[config.mk]
export PLATFORM = sky130hd
export DESIGN_NAME = uart_rx
export DESIGN_NICKNAME = d
export VERILOG_FILES = /design/src/rtl/uart_rx.sv
export SDC_FILE = /design/constraint.sdc
export NUM_CORES = 1
export LEC_CHECK = 0
export BUFFER_PORTS_ARGS = -buffer_cell sky130_fd_sc_hd__buf_2
export CAP_MARGIN = 20
export CORE_UTILIZATION = 53
export CTS_CLUSTER_DIAMETER = 200
export CTS_CLUSTER_SIZE = 24
export DETAILED_ROUTE_END_ITERATION = 6
export GPL_ROUTABILITY_DRIVEN = 0
export PLACE_DENSITY = 0.72
export SETUP_SLACK_MARGIN = 0.3
export SYNTH_ARGS = -nofsm -noshare
export SYNTH_HDL_FRONTEND = slang
export SYNTH_SLANG_ARGS = --single-unit
[constraint.sdc]
create_clock -name CLK -period 2.2 [get_ports CLK]
set_input_delay 0.11 -clock CLK [delete_from_list [all_inputs] [get_ports CLK]]
set_output_delay 0.11 -clock CLK [all_outputs]
set_load 0.05 [all_outputs]
[src/rtl/uart_rx.sv]
// UART receive deserializer: start/data/parity/stop framing recovered from an
// oversampled serial line with 3-sample majority voting per bit.
module uart_rx #(
    parameter int DATA_WD = 8
) (
    input  logic               CLK,
    input  logic               RST,
    input  logic               RX_IN,
    input  logic [5:0]         PRESCALE,
    input  logic               PAR_EN,
    input  logic               PAR_TYP,
    output logic [DATA_WD-1:0] P_DATA,
    output logic               DATA_VALID,
    output logic               PAR_ERR,
    output logic               STP_ERR
);

    localparam int BW = (DATA_WD > 1) ? $clog2(DATA_WD) : 1;

    typedef enum logic [2:0] {
        S_IDLE,
        S_START,
        S_DATA,
        S_PARITY,
        S_STOP
    } state_t;

    state_t             r_state;
    logic [5:0]         r_edge_cnt;
    logic [BW-1:0]      r_bit_cnt;
    logic [DATA_WD-1:0] r_shift;
    logic [5:0]         r_prescale;
    logic               r_par_en;
    logic               r_par_typ;
    logic               r_par_mis;
    logic               r_s0;
    logic               r_s1;
    logic               r_s2;
    logic [DATA_WD-1:0] r_p_data;
    logic               r_data_valid;
    logic               r_par_err;
    logic               r_stp_err;

    logic [5:0] w_half;
    logic       w_last;
    logic       w_chk;
    logic       w_vote;
    logic       w_par_exp;
    logic       w_stop_bad;
    logic       w_par_bad;

    // Timing is always taken from the latched prescale, never the live input.
    assign w_half     = r_prescale >> 1;
    assign w_last     = (r_edge_cnt == r_prescale - 6'd1);
    assign w_chk      = (r_edge_cnt == w_half + 6'd2);
    assign w_vote     = (r_s0 & r_s1) | (r_s0 & r_s2) | (r_s1 & r_s2);
    assign w_par_exp  = (^r_shift) ^ r_par_typ;
    assign w_stop_bad = ~w_vote;
    assign w_par_bad  = r_par_en & r_par_mis;

    always_ff @(posedge CLK or negedge RST) begin
        if (!RST) begin
            r_state      <= S_IDLE;
            r_edge_cnt   <= '0;
            r_bit_cnt    <= '0;
            r_shift      <= '0;
            r_prescale   <= 6'd16;
            r_par_en     <= 1'b0;
            r_par_typ    <= 1'b0;
            r_par_mis    <= 1'b0;
            r_s0         <= 1'b1;
            r_s1         <= 1'b1;
            r_s2         <= 1'b1;
            r_p_data     <= '0;
            r_data_valid <= 1'b0;
            r_par_err    <= 1'b0;
            r_stp_err    <= 1'b0;
        end else begin
            r_data_valid <= 1'b0;
            r_par_err    <= 1'b0;
            r_stp_err    <= 1'b0;

            if (r_state != S_IDLE) begin
                if (r_edge_cnt == w_half - 6'd1) r_s0 <= RX_IN;
                if (r_edge_cnt == w_half)        r_s1 <= RX_IN;
                if (r_edge_cnt == w_half + 6'd1) r_s2 <= RX_IN;
                r_edge_cnt <= w_last ? '0 : r_edge_cnt + 6'd1;
            end

            case (r_state)
                S_IDLE: begin
                    r_edge_cnt <= '0;
                    if (!RX_IN) begin
                        r_state    <= S_START;
                        r_edge_cnt <= 6'd1;
                        r_bit_cnt  <= '0;
                        r_par_mis  <= 1'b0;
                        r_prescale <= PRESCALE;
                        r_par_en   <= PAR_EN;
                        r_par_typ  <= PAR_TYP;
                    end
                end

                S_START: begin
                    if (w_chk && w_vote) begin
                        r_state    <= S_IDLE;
                        r_edge_cnt <= '0;
                    end else if (w_last) begin
                        r_state   <= S_DATA;
                        r_bit_cnt <= '0;
                    end
                end

                S_DATA: begin
                    if (w_last) begin
                        r_shift   <= {w_vote, r_shift[DATA_WD-1:1]};
                        r_bit_cnt <= r_bit_cnt + 1'b1;
                        if (r_bit_cnt == BW'(DATA_WD - 1))
                            r_state <= r_par_en ? S_PARITY : S_STOP;
                    end
                end

                S_PARITY: begin
                    if (w_last) begin
                        r_par_mis <= (w_par_exp != w_vote);
                        r_state   <= S_STOP;
                    end
                end

                S_STOP: begin
                    if (w_last) begin
                        r_stp_err <= w_stop_bad;
                        r_par_err <= w_par_bad;
                        if (!w_stop_bad && !w_par_bad) begin
                            r_data_valid <= 1'b1;
                            r_p_data     <= r_shift;
                        end
                        // A low line on the closing edge is the next start bit's edge 0.
                        if (!RX_IN) begin
                            r_state    <= S_START;
                            r_edge_cnt <= 6'd1;
                            r_bit_cnt  <= '0;
                            r_par_mis  <= 1'b0;
                            r_prescale <= PRESCALE;
                            r_par_en   <= PAR_EN;
                            r_par_typ  <= PAR_TYP;
                        end else begin
                            r_state <= S_IDLE;
                        end
                    end
                end

                default: begin
                    r_state    <= S_IDLE;
                    r_edge_cnt <= '0;
                end
            endcase
        end
    end

    assign P_DATA     = r_p_data;
    assign DATA_VALID = r_data_valid;
    assign PAR_ERR    = r_par_err;
    assign STP_ERR    = r_stp_err;

endmodule

==> results of run 1 <==
[layer usage]
metal | routed length [µm] | track usage, %
met1 | 2950 | 37.2
met2 | 2890 | 34.2
met3 | 324 | 5.56
met4 | 38 | 6.67
met5 | 0 | 0
[final timing paths]
kind | from | endpoint | slack [ns] | depth (start not counted)
hold / removal | PRESCALE[1] | r_prescale[1]$_DFFE_PN0P_ | 0.03 | 2
setup / recovery | r_prescale[3]$_DFFE_PN0P_ | r_shift[5]$_DFFE_PN0P_ | -0.1 | 9
min in group asynchronous | RST | r_prescale[0]$_DFFE_PN0P_ | 0.26 | 2
max in group asynchronous | RST | P_DATA[6]$_DFFE_PN0P_ | 1.26 | 3
setup reg to reg | r_prescale[3]$_DFFE_PN0P_ | r_shift[5]$_DFFE_PN0P_ | -0.1 | 9
hold reg to reg | P_DATA[2]$_DFFE_PN0P_ | P_DATA[2]$_DFFE_PN0P_ | 0.51 | 1
[report_power, final]
group | leakage, nW | switching [W] | internal, W | total, W
Combinational | 0.947 | 0.00139 | 0.00144 | 0.00283
Clock | 0.0644 | 0.000282 | 0.000453 | 0.000734
Sequential | 0.556 | 0.000240 | 0.00101 | 0.00125
Total | 1.57 | 0.00191 | 0.00290 | 0.00481
[kinds of logic (layout without fill, tap and decap cells)]
kind of cell / count (synthesis) / after routing / synth area share, %
adder cells (fa/ha/maj): 11 / 11 / 5.41
AND/OR/NAND/NOR: 56 / 56 / 11.9
buffers and inverters: 22 / 78 / 4.15
AO/OA/AOI/OAI: 35 / 36 / 9.66
XOR/XNOR: 36 / 36 / 12.6
multiplexers: 29 / 29 / 13.0
flip-flops: 43 / 43 / 43.2
[worst register-to-register path: stages (launching register included)]
cell,delay [ns]
dfrtp_1,0.44
buf_4,0.17
nand2b_4,0.13
a211o_1,0.23
xnor2_1,0.19
nand4_2,0.14
buf_4,0.17
nor4_4,0.19
buf_12,0.19
mux2_2,0.33
[sequential cells by signal (all words and copies together) (netlist names)]
name        count
r_s2            1
r_par_mis       1
r_edge_cnt      6
r_s1            1
r_bit_cnt       3
r_state         3
r_shift         8
r_s0            1
P_DATA          8
r_par_typ       1
PAR_ERR         1
r_par_en        1
STP_ERR         1
r_prescale      6
DATA_VALID      1
[through the flow]
stage | total power (W) | hold slack, ns
6_report | 0.00481 | 0.0333
5_1_grt | 0.00507 | 0.0256
4_1_cts | 0.00423 | 0.0311
3_5_place_dp | 0.00335 | 0.0591
3_3_place_gp | 0.00331 | 0.0695
2_1_floorplan | 0.00271 | -0.186
[area by class of cell]
| class | instances | area [µm²] | share of cell area [%] |
|---|---|---|---|
| multi-input combinational | 168 | 1620 | 47.4 |
| sequential | 43 | 1080 | 31.7 |
| timing repair buffer | 61 | 475 | 13.9 |
| clock buffer | 5 | 68.8 | 2.01 |
| clock inverter | 3 | 67.6 | 1.98 |
| tap | 52 | 65.1 | 1.90 |
| inverter | 9 | 36.3 | 1.06 |
[placed cells by master, fill, tap and decap left out, types with 5 or more instances in the layout]
cell type | Yosys | routed
inv_1 | 9 | 6
mux2_2 | 28 | 9
xnor2_1 | 24 | 23
nand3_1 | 8 | 7
buf_2 | 5 | 21
nand2_1 | 12 | 11
nor2_1 | 15 | 11
buf_6 | 2 | 6
dfrtp_1 | 39 | 38
clkbuf_8 | 0 | 5
xor2_1 | 12 | 10
mux2_4 | 0 | 19
buf_4 | 0 | 29
[what timing repair did]
item                                    4_1_cts  5_1_grt
endpoints found under the hold margin        13        0
gates resized for setup                      16       41
cloned                                        1        0
pin swaps                                     8       19
hold buffers                                  1        0
setup buffers                                 3        8
endpoints found under the setup margin       41       42
==> reports/metrics.sh, run 1 <==
STATUS='complete, but fails checks'
FAILING_CHECKS='design-rule violations, negative setup slack'
AREAL_POWER_DENSITY_OVER_THE_CELLS_nW_PER_UM2=1410
FP-ROW-COUNT=24
ASYNC_FLOP_SHARE_PCT=100
SYNTH.DISTINCT_CELLS=39
SYNTH_SEQUENTIAL_AREA_RATIO_PCT=43.2
FILLERINSTANCES=276
ROOT_BUFFER='clkbuf_8'
SYNTH_AREA_UM2=2500
PRE_CTS_SLACK_NS=-0.188
LAYOUT-DRIVE-GT1-SHARE_PCT=47.4
HOLD_VIOL_FINAL=0
PLACED_AREA_UM2=2930
GLOBALROUTETOTALUTIL_PCT=24.2
NETS=309
FINAL_CELLS=341
WL_UM=6200
CP_NUM_BUF_INV=3
GLOBAL_ROUTE.OVERFLOW_TOTAL=0
HOLDCRITPATHCLASS='primary input to flip-flop'
FINAL.PERIOD_UTILIZATION_PCT=104
SYNTH.MOST_COMMON_CELL='dfrtp_1'
FLOORPLAN.INITIALDENSITY_PCT=56.3
AVGROUTEDWIREPERCELL_UM=18.2
SUM_NEG_SETUP_SLACK_NS=-1.24
FINAL_CORE_UTIL_PCT=76.9
SYNTH.AREA.TOP_CELLS='dfrtp_1 (39%), mux2_2 (13%), xnor2_1 (8.4%)'
CTS_TREE='done'
YS_TOP_CELLS_BY_COUNT='dfrtp_1 (39), mux2_2 (28), xnor2_1 (24), nor2_1 (15)'
TIMING.CRITICAL_PATH.SLOWEST_CELL_DELAY_NS=0.44
SYN_INST=232
SLEW_VIOL_FINAL=0
WORST_SKEW_PAIR.LATE_LATENCY_NS=0.31
IRDROPWORSTVDD_V=0.000898
CORE_AREA_UM2=4440
FINALWORSTSETUPSLACK_NS=-0.0951
PLACED_CELLS=320
SYNTHDOMINANTAREACELLTYPE='dfrtp_1'
CRITICAL_PATH.MAX_FANOUT=11
ANTENNA_FOUND_INITIAL=0
DETAILED_PLACE_HPWL_UM=3880
SYNTH_EDF_COUNT=0
SYNTH_TOP_FLOP_CELL='dfrtp_1'
LEAKAGE_nW=1.57
PIN_COUNT=22
DETAIL_ROUTE.ITER0.VIOLATIONS=110
YS.WARNINGS.COUNT=0
NUMBER_OF_VIAS_PER_CELL_AFTER_DETAILED_ROUTING=5.73
REMAINING_DRC_ERRORS=2
GLOBAL_ROUTE_WIRE_LENGTH_BEFORE_REPAIR_UM=9170
MAPPEDNETLISTNETS=253
VIAS=1955
FINCLKSKEW_NS=0.0119
DIE_X_UM=70.7
ARRIVAL_TIME_WORST_ENDPOINT_NS=2.50
PORT_BUFFERS=21
GRT_MAX_DEGREE=27
TIGHTEST_SLEW_NS=0.562
FLOORPLAN.DIE.HEIGHT_UM=70.7
FLOP_AND_LATCH_COUNT_OUT_OF_SYNTHESIS=43
YOSYS.AREA.TOP_TYPE_SHARE_PCT=39.0
WORSTSETUPENDPOINTTYPE='flip-flop'
TIMING.CRITICAL_PATH.MAX_DELAY_FAMILY='buffers and inverters'
CRIT_PATH_FREQUENT_CELL='buf_4'
CRITICAL-PATH-SLOWEST-CELL='dfrtp_1'
CLOCK-SINKS=43
REQUIRED_NS=2.40
FINAL.MIN_CLOCK_PERIOD_NS=2.30
CRIT_PATH_CELL_TRACE='buf_4, nand2b_4, a211o_1, xnor2_1, nand4_2, buf_4, nor4_4, buf_12, mux2_2'
TIMING.FMAX_MHz=436
ANTENNA-DIODE-COUNT=0
DR.PASS1.ITERS=6
POSTROUTEANTENNANETS=0
AVGSYNTHCELLAREA_UM2=10.8
SYN2LAYOUT_AREA_GROWTH_PCT=36.6
CLK_TRANSITION_REPORTED_PATHS_NS=0.09
CLK_PATH_BUF_DEPTH=2
CRIT_TYPE='flip-flop to flip-flop'
TIMING.SLEW.HEADROOM_PCT=62.2
TIMING.MAX_CAP.VIOLATIONS=0
CTS_MADE_BUFFERS=5
FINAL_CELL_AREA_UM2=3420
FINAL-SETUP-VIOL-COUNT=24
GRT_PASS1_VIAS=1797
DESIGN.DIE.AREA_UM2=5000
SETUP_REPAIR_AFTER_GLOBAL_ROUTING_MISSED_ITS_MARGIN='true'
CTS.HTREE.LEVELS=2
STARTPOINT_TYPE='flip-flop'
Note: power is estimated with default switching activity, not from simulation.
==> inputs of run 2 (changes only) <==
CAP_MARGIN = 40   (was 20)
PLACE_DENSITY = 0.75   (was 0.72)
==> run 2 against run 1 <==
Against the previous run: the flow finishes with violations (negative setup slack); wire length is 2.2% lower; first-iteration DRC count is 7.3% lower; worst hold slack worse by 0.010 ns; sequential power is 4% higher; sequential share of layout area is 0.14 points higher; clock power is 27% lower; total power is 4.7% lower.
==> reports/metrics.sh, run 2 (same netlist as run 1, synthesis figures left out) <==
TIMING.CRITICAL_PATH.SLOWEST_CELL_DELAY_NS=0.44
FLOORPLAN.INITIALDENSITY_PCT=56.3
CTS_MADE_BUFFERS=5
FINALWORSTSETUPSLACK_NS=-0.108
REQUIRED_NS=2.40
CRITICAL_PATH.MAX_FANOUT=5
FINAL_CELL_AREA_UM2=3400
FP-ROW-COUNT=24
GLOBAL_ROUTE_WIRE_LENGTH_BEFORE_REPAIR_UM=9730
FAILING_CHECKS='negative setup slack'
ANTENNA-DIODE-COUNT=0
IRDROPWORSTVDD_V=0.000881
CP_NUM_BUF_INV=3
DETAIL_ROUTE.ITER0.VIOLATIONS=102
FINAL.MIN_CLOCK_PERIOD_NS=2.31
ENDPOINT='r_shift[7]$_DFFE_PN0P_'
DESIGN.DIE.AREA_UM2=5000
CRIT_TYPE='flip-flop to flip-flop'
AVGROUTEDWIREPERCELL_UM=17.6
GLOBAL_ROUTE.OVERFLOW_TOTAL=0
CTS_TREE='done'
WORST_SKEW_PAIR.LATE_LATENCY_NS=0.31
SHARE_CLK_OF_TOTAL_POWER_PCT=11.7
TIMING.SLEW.HEADROOM_PCT=61.9
FINAL.HOLD.WORST_SLACK_NS=0.0229
TIMING.MAX_CAP.VIOLATIONS=0
DETAILED_PLACE_HPWL_UM=3830
GLOBALROUTETOTALUTIL_PCT=25.4
WL_UM=6060
NETS=312
TIMING.FMAX_MHz=433
CLOCK-SINKS=43
LAYOUT.CELLS.MOST_COMMON='dfrtp_1'
DR.PASS1.ITERS=4
FINCLKSKEW_NS=0.0143
CRIT_PATH_CELL_TRACE='inv_4, ha_4, nand2b_4, a211o_1, xnor2_2, nand4_4, nor4_4, buf_4, buf_12, mux2_4'
PIN_COUNT=22
CRITICAL_PATH.REG2REG.ENDPOINT='r_shift[7]$_DFFE_PN0P_'
CTS.HTREE.LEVELS=2
PORT_BUFFERS=21
CLK_TRANSITION_REPORTED_PATHS_NS=0.10
CRIT_CELLS=10
ARRIVAL_TIME_WORST_ENDPOINT_NS=2.50
WORSTSETUPENDPOINTTYPE='flip-flop'
TIGHTEST_SLEW_NS=0.571
POSTROUTEANTENNANETS=0
SYN2LAYOUT_AREA_GROWTH_PCT=36.2
FINAL_CELL_MIX='dfrtp_1 (37), buf_4 (28), buf_2 (21), xnor2_1 (19), mux2_4 (18)'
PWR-SHARE-SEQ_PCT=28.3
FINAL_CELLS=344
CORE_AREA_UM2=4440
VIAS=1951
REMAINING_DRC_ERRORS=0
HOLD_VIOL_FINAL=0
AREAL_POWER_DENSITY_OVER_THE_CELLS_nW_PER_UM2=1350
TIMING.CRITICAL_PATH.MAX_DELAY_FAMILY='simple AND/OR/NAND/NOR gates'
SLEW_VIOL_FINAL=0
FLOORPLAN.DIE.HEIGHT_UM=70.7
LAYOUT-DRIVE-GT1-SHARE_PCT=47.9
ANTENNA_FOUND_INITIAL=0
STATUS='complete, but fails checks'
SUM_NEG_SETUP_SLACK_NS=-1.73
NUMBER_OF_VIAS_PER_CELL_AFTER_DETAILED_ROUTING=5.67
SWITCHING_SHARE_PCT=42.0
GRT_PASS1_VIAS=1956
STARTPOINT_TYPE='flip-flop'
FINAL-SETUP-VIOL-COUNT=34
SHARE_COMB_OF_TOTAL_POWER_PCT=60.1
P_SWITCHING_W=0.00192
ROOT_BUFFER='clkbuf_8'
CRIT_START='r_prescale[2]$_DFFE_PN0P_'
CLK_PATH_BUF_DEPTH=2
FINAL.PERIOD_UTILIZATION_PCT=105
HOLDCRITPATHCLASS='primary input to flip-flop'
PLACED_CELLS=324
PLACED_AREA_UM2=2950
DIE_X_UM=70.7
SETUP_REPAIR_AFTER_GLOBAL_ROUTING_MISSED_ITS_MARGIN='true'
GRT_MAX_DEGREE=44
WORST_R2R_STARTPOINT='r_prescale[2]$_DFFE_PN0P_'
CELLS_ON_WORST_REG2REG_PATH=10
LEAKAGE_nW=1.56
CELLINTERNALPOWER_W=0.00266
R2R_SLACK_NS=-0.11
CRITICAL-PATH-SLOWEST-CELL='dfrtp_2'
## run 2: cell count changes in the layout (fill, tap and decap cells not counted), moves of 4 or more
cell | before | now
nor2_1 | 11 | 15
xnor2_2 | 0 | 4
xnor2_1 | 23 | 19
buf_6 | 6 | 11
## run 2: per-stage QoR
stage	utilization, %	worst slack [ns]	total power [W]
after global placement	66.3	-0.0703	0.00330
after floorplan	-	-0.137	0.00271
after detailed placement	66.3	-0.199	0.00334
final	76.6	-0.108	0.00459
after global routing	76.6	-0.211	0.00486
after CTS	74.4	-0.0443	0.00424
## run 2: worst min-delay path by stage
stage                start                         to  slack, ns  depth (start not counted)
4_1_cts        PRESCALE[4]  r_prescale[4]$_DFFE_PN1P_       0.02                          2
2_1_floorplan          RST       DATA_VALID$_DFF_PN0_      -0.19                          0
6_report       PRESCALE[4]  r_prescale[4]$_DFFE_PN1P_       0.02                          2
5_1_grt             PAR_EN       r_par_en$_DFFE_PN0P_       0.02                          2
3_3_place_gp           RST  r_prescale[0]$_DFFE_PN0P_       0.22                          2
3_5_place_dp           RST  r_prescale[0]$_DFFE_PN0P_       0.22                          2
## run 2: routing by layer
| layer | GRT usage (%) | up-vias | share of wire, % |
|---|---|---|---|
| met2 | 42.1 | 46 | 50 |
| met3 | 5.56 | 9 | 3.9 |
| met4 | 7.78 | 0 | 1.6 |
| met5 | 0 | - | 0 |
| li1 | - | 923 | - |
| met1 | 33.4 | 973 | 45 |
## run 2: repair_timing
item / CTS / global route
cloned: 1 / 0
buffers inserted: 10 / 0
endpoints found under the hold margin: 39 / 0
pin swaps: 12 / 13
hold buffers: 1 / 0
resized for setup: 36 / 22
endpoints found under the setup margin: 40 / 42
## run 2: layout make-up
type / instances / area, µm²
sequential: 43 / 1080
inverter: 9 / 36.3
multi-input combinational: 167 / 1600
clock inverter: 3 / 23.8
timing repair buffer: 65 / 529
clock buffer: 5 / 68.8
fill: 279 / 1040
tap: 52 / 65.1
## run 2: power groups by stage
stage / combinational, W / sequential, W / clock [W]
6_report: 0.00275 / 0.00130 / 0.000534
5_1_grt: 0.00297 / 0.00132 / 0.000567
4_1_cts: 0.00243 / 0.00126 / 0.000544
3_5_place_dp: 0.00207 / 0.00126 / 0
3_3_place_gp: 0.00204 / 0.00125 / 0
2_1_floorplan: 0.00155 / 0.00116 / 0
